--- config.mk ---
export PLATFORM = sky130hd
export DESIGN_NAME = ysyx_23060061_ifu
export DESIGN_NICKNAME = d
export VERILOG_FILES = /design/src/rtl/ysyx_23060061_ifu.sv
export SDC_FILE = /design/constraint.sdc
export NUM_CORES = 1
export LEC_CHECK = 0
export BUFFER_PORTS_ARGS = -buffer_cell sky130_fd_sc_hd__clkbuf_2
export CAP_MARGIN = 10
export CORE_MARGIN = 4
export CORE_UTILIZATION = 26
export CTS_BUF_LIST = sky130_fd_sc_hd__clkbuf_8
export CTS_CLUSTER_DIAMETER = 80
export CTS_CLUSTER_SIZE = 16
export DETAILED_ROUTE_END_ITERATION = 8
export GPL_TIMING_DRIVEN = 0
export SLEW_MARGIN = 20
export SYNTH_ARGS = -nofsm -noshare
export SYNTH_HDL_FRONTEND = slang
export SYNTH_SLANG_ARGS = --single-unit
--- constraint.sdc ---
create_clock -name clk -period 5.3 [get_ports clk]
set_input_delay 1.06 -clock clk [delete_from_list [all_inputs] [get_ports clk]]
set_output_delay 1.06 -clock clk [all_outputs]
set_load 0.01 [all_outputs]
--- src/rtl/ysyx_23060061_ifu.sv ---
// Instruction fetch unit: owns the PC, fetches one word per instruction and waits for commit.
// Optional perf counters enabled by defining YSYX_23060061_IFU_PERF_EN.
module ysyx_23060061_ifu #(
  parameter int unsigned      XLEN     = 32,
  parameter logic [XLEN-1:0]  RESET_PC = 32'h8000_0000
) (
  input  logic            clk,
  input  logic            rst,
  output logic            mem_req_valid,
  input  logic            mem_req_ready,
  output logic [XLEN-1:0] mem_req_addr,
  input  logic            mem_rsp_valid,
  input  logic [XLEN-1:0] mem_rsp_data,
  input  logic            mem_rsp_err,
  output logic            inst_valid,
  input  logic            inst_ready,
  output logic [XLEN-1:0] inst,
  output logic [XLEN-1:0] inst_pc,
  input  logic            commit_valid,
  input  logic            commit_pcsel,
  input  logic [XLEN-1:0] commit_target,
  output logic            fault,
  output logic [XLEN-1:0] fault_pc,
  output logic [31:0]     fetch_cnt,
  output logic [31:0]     stall_cnt
);

  typedef enum logic [2:0] {
    S_REQ,
    S_WAIT_RSP,
    S_HOLD,
    S_WAIT_COMMIT,
    S_FAULT
  } state_t;

  state_t          r_state;
  logic [XLEN-1:0] r_pc;
  logic [XLEN-1:0] r_inst;
  logic [XLEN-1:0] r_inst_pc;
  logic [XLEN-1:0] r_fault_pc;
  logic            r_req_valid;
  logic            r_inst_valid;
  logic            r_fault;

  logic [XLEN-1:0] w_next_pc;
  logic            w_next_misaligned;

  // Target bits [1:0] are deliberately not masked so misaligned redirects are caught.
  assign w_next_pc         = commit_pcsel ? commit_target : r_pc + XLEN'(4);
  assign w_next_misaligned = (w_next_pc[1:0] != 2'b00);

  always_ff @(posedge clk or posedge rst) begin
    if (rst) begin
      r_state      <= S_REQ;
      r_pc         <= RESET_PC;
      r_inst       <= '0;
      r_inst_pc    <= '0;
      r_fault_pc   <= '0;
      r_req_valid  <= 1'b0;
      r_inst_valid <= 1'b0;
      r_fault      <= 1'b0;
    end else begin
      case (r_state)
        S_REQ: begin
          // Valid comes up one edge after reset release and stays until accepted.
          if (r_req_valid && mem_req_ready) begin
            r_req_valid <= 1'b0;
            r_state     <= S_WAIT_RSP;
          end else begin
            r_req_valid <= 1'b1;
          end
        end
        S_WAIT_RSP: begin
          if (mem_rsp_valid) begin
            if (mem_rsp_err) begin
              r_fault    <= 1'b1;
              r_fault_pc <= r_pc;
              r_state    <= S_FAULT;
            end else begin
              r_inst       <= mem_rsp_data;
              r_inst_pc    <= r_pc;
              r_inst_valid <= 1'b1;
              r_state      <= S_HOLD;
            end
          end
        end
        S_HOLD: begin
          if (inst_ready) begin
            r_inst_valid <= 1'b0;
            r_state      <= S_WAIT_COMMIT;
          end
        end
        S_WAIT_COMMIT: begin
          if (commit_valid) begin
            if (w_next_misaligned) begin
              r_fault    <= 1'b1;
              r_fault_pc <= w_next_pc;
              r_state    <= S_FAULT;
            end else begin
              r_pc        <= w_next_pc;
              r_req_valid <= 1'b1;
              r_state     <= S_REQ;
            end
          end
        end
        S_FAULT: begin
          r_req_valid  <= 1'b0;
          r_inst_valid <= 1'b0;
        end
        default: r_state <= S_FAULT;
      endcase
    end
  end

  assign mem_req_valid = r_req_valid;
  assign mem_req_addr  = r_pc;
  assign inst_valid    = r_inst_valid;
  assign inst          = r_inst;
  assign inst_pc       = r_inst_pc;
  assign fault         = r_fault;
  assign fault_pc      = r_fault_pc;

`ifdef YSYX_23060061_IFU_PERF_EN
  logic [31:0] r_fetch_cnt;
  logic [31:0] r_stall_cnt;

  // Free-running wrapping counters of fetched words and memory-side stall cycles.
  always_ff @(posedge clk or posedge rst) begin
    if (rst) begin
      r_fetch_cnt <= '0;
      r_stall_cnt <= '0;
    end else begin
      if (r_state == S_WAIT_RSP && mem_rsp_valid && !mem_rsp_err)
        r_fetch_cnt <= r_fetch_cnt + 32'(1);
      if ((r_state == S_REQ && !mem_req_ready) || (r_state == S_WAIT_RSP && !mem_rsp_valid))
        r_stall_cnt <= r_stall_cnt + 32'(1);
    end
  end

  assign fetch_cnt = r_fetch_cnt;
  assign stall_cnt = r_stall_cnt;
`else
  assign fetch_cnt = '0;
  assign stall_cnt = '0;
`endif

`ifndef SYNTHESIS
  always @(posedge clk) begin
    if (!rst && commit_valid && r_state != S_WAIT_COMMIT)
      $error("ifu: commit_valid asserted while not waiting for commit");
  end
`endif

endmodule

# After elaboration in Yosys (flattened, before gate mapping)
# Cells that the tools add are included.
# word_totals
inputBits,72
out_inout_bits,195
register_bits,134
word_cells,62
# classes
n_bitwise,3
eq_ne,12
addsub,1
mux,26
reduce_logical,12
# op_table
cell,n
32-bit two-way mux,5
32-bit one-hot mux with 2 select lines,1
32-bit by 3-bit adder with 32-bit output (second input constant),1
3-bit two-way mux,6
2-bit != test (second input constant),8
3-bit one-hot mux with 5 select lines,1
1-bit two-way mux,10
5-bit AND reduction,2
3-bit AND reduction,3
3-bit by 2-bit equality test with 1-bit output (second input constant),2
1-bit one-hot mux with 3 select lines,2
3-bit nonzero test,2
4-bit AND reduction,1
2-bit nonzero test,2
3-bit by 1-bit equality test with 1-bit output (second input constant),1
3-bit equality test (second input constant),1
3-bit zero test,1
1-bit inverter,3
1-bit one-hot mux with 2 select lines,1
1-bit logical AND,1

# Depth between registers and ports, before layout
# depth
ltp_word,6
mapped_depth,9
depth_no_buf,6

# Worst setup path after synthesis
# No wires, ideal clock.
# synth_timing
path_kind,in2reg
startpoint,input commit_pcsel
endpoint,register r_fault_pc[28] (netlist: fault_pc[28])
cell_stages,9
n_path_buf,4
setup_ns,0.136
required_ns,5.164
arrival_time_ns,2.523
slack_ns,2.641
cell_sequence,buf_6 > nor3b_1 > or4b_1 > buf_2 > and2_4 > buf_6 > buf_6 > a21oi_1 > a21oi_1
# synth_via
elab_chain_cells,4
word_cells_on_any_way,7
classes_between,1 x eq/ne; 4 x mux; 2 x reduce/logical
# synth_rtl
element,line,rtl
start: declaration,20,"input logic commit_pcsel,"
32-bit two-way mux (*),49,assign w_next_pc = commit_pcsel ? commit_target : r_pc + XLEN'(4);
2-bit nonzero test or 32-bit two-way mux (tied branches),"50, 95",
2-bit != test (no line) or 32-bit two-way mux (tied branches),-,
5-bit AND reduction (no line) or 32-bit one-hot mux with 2 select lines (tied branches),-,
end signal: assignment,77,r_fault_pc <= r_pc;
end signal: assignment,97,r_fault_pc <= w_next_pc;
end: declaration,40,logic [XLEN-1:0] r_fault_pc;
# Every way passes the cells marked *; elsewhere a longest branch is shown, timed or not. The select of a mux whose other input is x is not followed.
# A chain may end at the register's enable or synchronous reset.

# Final worst setup path
# layout_timing
startpoint,register r_state[1]
endpoint,register r_pc[13] (netlist: mem_req_addr[13])
# layout_via
elab_chain_cells,2
# layout_rtl
element,line,rtl
start: declaration,36,state_t r_state;
start signal: assignment,54,r_state <= S_REQ;
start signal: assignment,68,r_state <= S_WAIT_RSP;
start signal: assignment,78,r_state <= S_FAULT;
3-bit by 2-bit equality test with 1-bit output,63,case (r_state)
3-bit AND reduction (no line),-,
end signal: assignment,100,r_pc <= w_next_pc;
end: declaration,37,logic [XLEN-1:0] r_pc;
# Every way passes these cells.

==> flow_summary.toml <==
[outcome]
outcome = "finished clean"

[clocking]
ctsResizeCount = 0
clockBufferDepth = 2
numCtsBuffers = 17
cts-root-buf = "clkbuf_8"
h-tree-depth = 4
path_clk_slew_ns = 0.09
cts.sinks = 134
cts_setup_buffers = 0
hold_buffers = 0
cts_tree = "yes"
worstSkewPairLatency_ns = 0.46

[floorplanning]
die_y_um = 170
start_util_pct = 26.3
die-area_um2 = 28900
chipWidth_um = 170
core_um2 = 25900
ios = 267
fp-row-count = 59

[setup_path]
path_max_fanout = 10
end_kind = "flop"
ff2ff_path_depth = 8
cp_data_arrival_time_ns = 2.98
r2r-end = "mem_req_addr[13]$_DFFE_PP0P_"
crit_path_start_kind = "flop"
r2r-start = "r_state[1]$_DFFE_PP0P_"
required_ns = 5.66
crit_type = "reg2reg"
reg2reg_setup_slack_ns = 2.67

[placed_design]
place_area_um2 = 8520
port_buffers = 201
pre_cts_slack_ns = 2.31
gp_congestion = 0.887
dp_hpwl_mm = 17.5

[synthesis]
ys_seq_area_share_pct = 49.1
post-synth-top-count-cell = "dfrtp_1"
synth_area_per_cell_um2 = 10.4
synth_top_area_share_pct = 48.8
synth_area_leaders = "dfrtp_1, mux2_2, buf_4"
ys_warn_count = 0
synth-edff-count = 0
synth_top_cells_by_count = "dfrtp_1, mux2_2, buf_4"
yosysUniqueCellTypes = 59
syn_area_um2 = 6830
async_flop_share_pct = 100
yosys.area.top_type = "dfrtp_1"
synth_cells = 658
synth_seq_cells = 134
synthFlopType = "dfrtp_1"

[sta]
setup_viol = 0
holdWs_ns = 0.470
skew_ns = 0.0170
worstMarginPinSlew_ns = 0.842
min_period_ns = 2.63
max_clock_freq_mhz = 380
setup_slack_ns = 2.67
period_share_pct = 49.6
maxSlewViolCount = 0
hold_viol = 0
slew_headroom_pct = 43.3
grt_setup_unrepaired = "false"

[route]
num_vias = 5913
vias_per_cell = 4.58
final_antenna_net_count = 0
dr.pass1.iters = 5
wl_per_cell_um = 18.1
first_iter_violations = 437
drc = 0
wl_mm = 23.3

[grt]
grt_usage_pct = 15.7
first_global_vias = 5790
grt_first_pass_wirelength_mm = 34.6
antenna_found_initial = 0
grt_max_degree = 73
grt_overflow = 0

[min_path]
hold_path_startpoint = "fault$_DFFE_PP0P_"
hold_end = "fault$_DFFE_PP0P_"
hp-class = "reg2reg"
min_path_cells = 1

[power_and_ir_drop]
leakage_nw = 4.52
ir_worst_vdd_mv = 0.121
power_density_nw_per_um2 = 349
total_power_mw = 3.11

[final_layout]
area.growth.synth_to_final_pct = 30.6
drive_gt1_share_pct = 41.4
antenna_cells = 0
ff_latch_area_um2 = 3350
nets = 1015
fin_area_um2 = 8910
multiInputGateArea_um2 = 2990
fill_cells = 2726

[flow_run]
cap_violations = 0
## registers in the layout, indices dropped and copies added, names as in the netlist
signal,flops
inst_valid,1
fault,1
mem_req_addr,32
r_state,3
inst,32
mem_req_valid,1
inst_pc,32
fault_pc,32
## layout make-up
class | instances | share of cell area (%)
Sequential cell | 134 | 37.6
Multi-Input combinational cell | 471 | 33.5
Timing Repair Buffer | 202 | 11.6
Buffer | 111 | 7.86
Tap cell | 335 | 4.70
Clock buffer | 19 | 2.93
Clock inverter | 13 | 1.47
Inverter | 5 | 0.295
## worst max-delay path, cell delays in order, from the launching register on
cell,delay [ns]
dfrtp_1,0.36
buf_2,0.17
and3b_1,0.18
clkbuf_1,0.29
o211ai_1,0.24
clkbuf_1,0.47
clkbuf_1,0.58
nand2_1,0.10
o21ai_0,0.14
## per-stage QoR
stage               cells  util, %  TNS (ns)
floorplan             721        -         0
global placement     1257     32.8   -165.28
detailed placement   1258     32.9         0
CTS                  1290     34.4         0
global route         1290     34.4         0
finish               1290     34.4         0
## cells in the final DEF, fill, tap and decap left out, types with 4 or more instances in the layout
cell type,Yosys,routed
o21a_1,5,5
nand2_1,56,56
nor4_1,9,9
o21ai_0,51,51
and4_1,4,4
dfrtp_1,133,133
and3_1,8,8
inv_1,5,6
clkbuf_8,0,19
nand3_1,21,21
buf_2,16,16
o211ai_1,12,12
nand4_1,9,9
nor2b_1,4,4
mux2_2,69,69
nand2b_1,10,10
nor3_1,5,5
a211oi_1,5,5
a31oi_1,7,7
buf_4,64,64
conb_1,1,64
o31a_1,5,5
xnor2_1,5,5
mux2i_1,9,9
o22ai_1,4,4
clkbuf_2,1,202
clkbuf_1,25,25
nor2_1,39,39
o31ai_1,9,9
a21oi_1,24,24
## where the power goes
group	switching, mW	leakage, nW	internal, mW
registers	0.153	1.79	1.24
clock network	0.434	0.200	0.439
logic	0.446	2.53	0.395
## logic make-up (layout without fill, tap and decap cells)
| family | count (synthesis) | count (layout) | synth area share [%] |
|---|---|---|---|
| AO/OA/AOI/OAI | 142 | 142 | 13.4 |
| XOR/XNOR | 6 | 6 | 0.770 |
| adder cells (fa/ha/maj) | 1 | 1 | 0.183 |
| buffers and inverters | 116 | 350 | 10.5 |
| flip-flops | 134 | 134 | 49.1 |
| multiplexers | 79 | 79 | 13.0 |
| other | 1 | 64 | 0.0549 |
| AND/OR/NAND/NOR | 179 | 179 | 12.9 |
## metal layers
layer / global-route usage (%) / routed length [µm] / vias up
met5: 0 / 0 / -
li1: - / - / 2779
met3: 3.51 / 1520 / 41
met1: 20.9 / 10100 / 2876
met4: 5.35 / 534 / 0
met2: 25.2 / 11200 / 217
## worst max-delay path by stage
| stage | startpoint | end | slack [ns] | cells after the start |
|---|---|---|---|---|
| 3_3_place_gp | rst | inst[9]$_DFFE_PP0P_ | -1.25 | 2 |
| 2_1_floorplan | rst | fault$_DFFE_PP0P_ | 0.66 | 1 |
| 6_report | r_state[1]$_DFFE_PP0P_ | mem_req_addr[13]$_DFFE_PP0P_ | 2.67 | 8 |
| 4_1_cts | r_state[1]$_DFFE_PP0P_ | mem_req_addr[13]$_DFFE_PP0P_ | 2.67 | 8 |
| 3_5_place_dp | commit_pcsel | mem_req_addr[13]$_DFFE_PP0P_ | 2.31 | 7 |
| 5_1_grt | r_state[0]$_DFFE_PP0P_ | mem_req_addr[13]$_DFFE_PP0P_ | 2.48 | 8 |
Note: power is estimated with default switching activity, not from simulation.
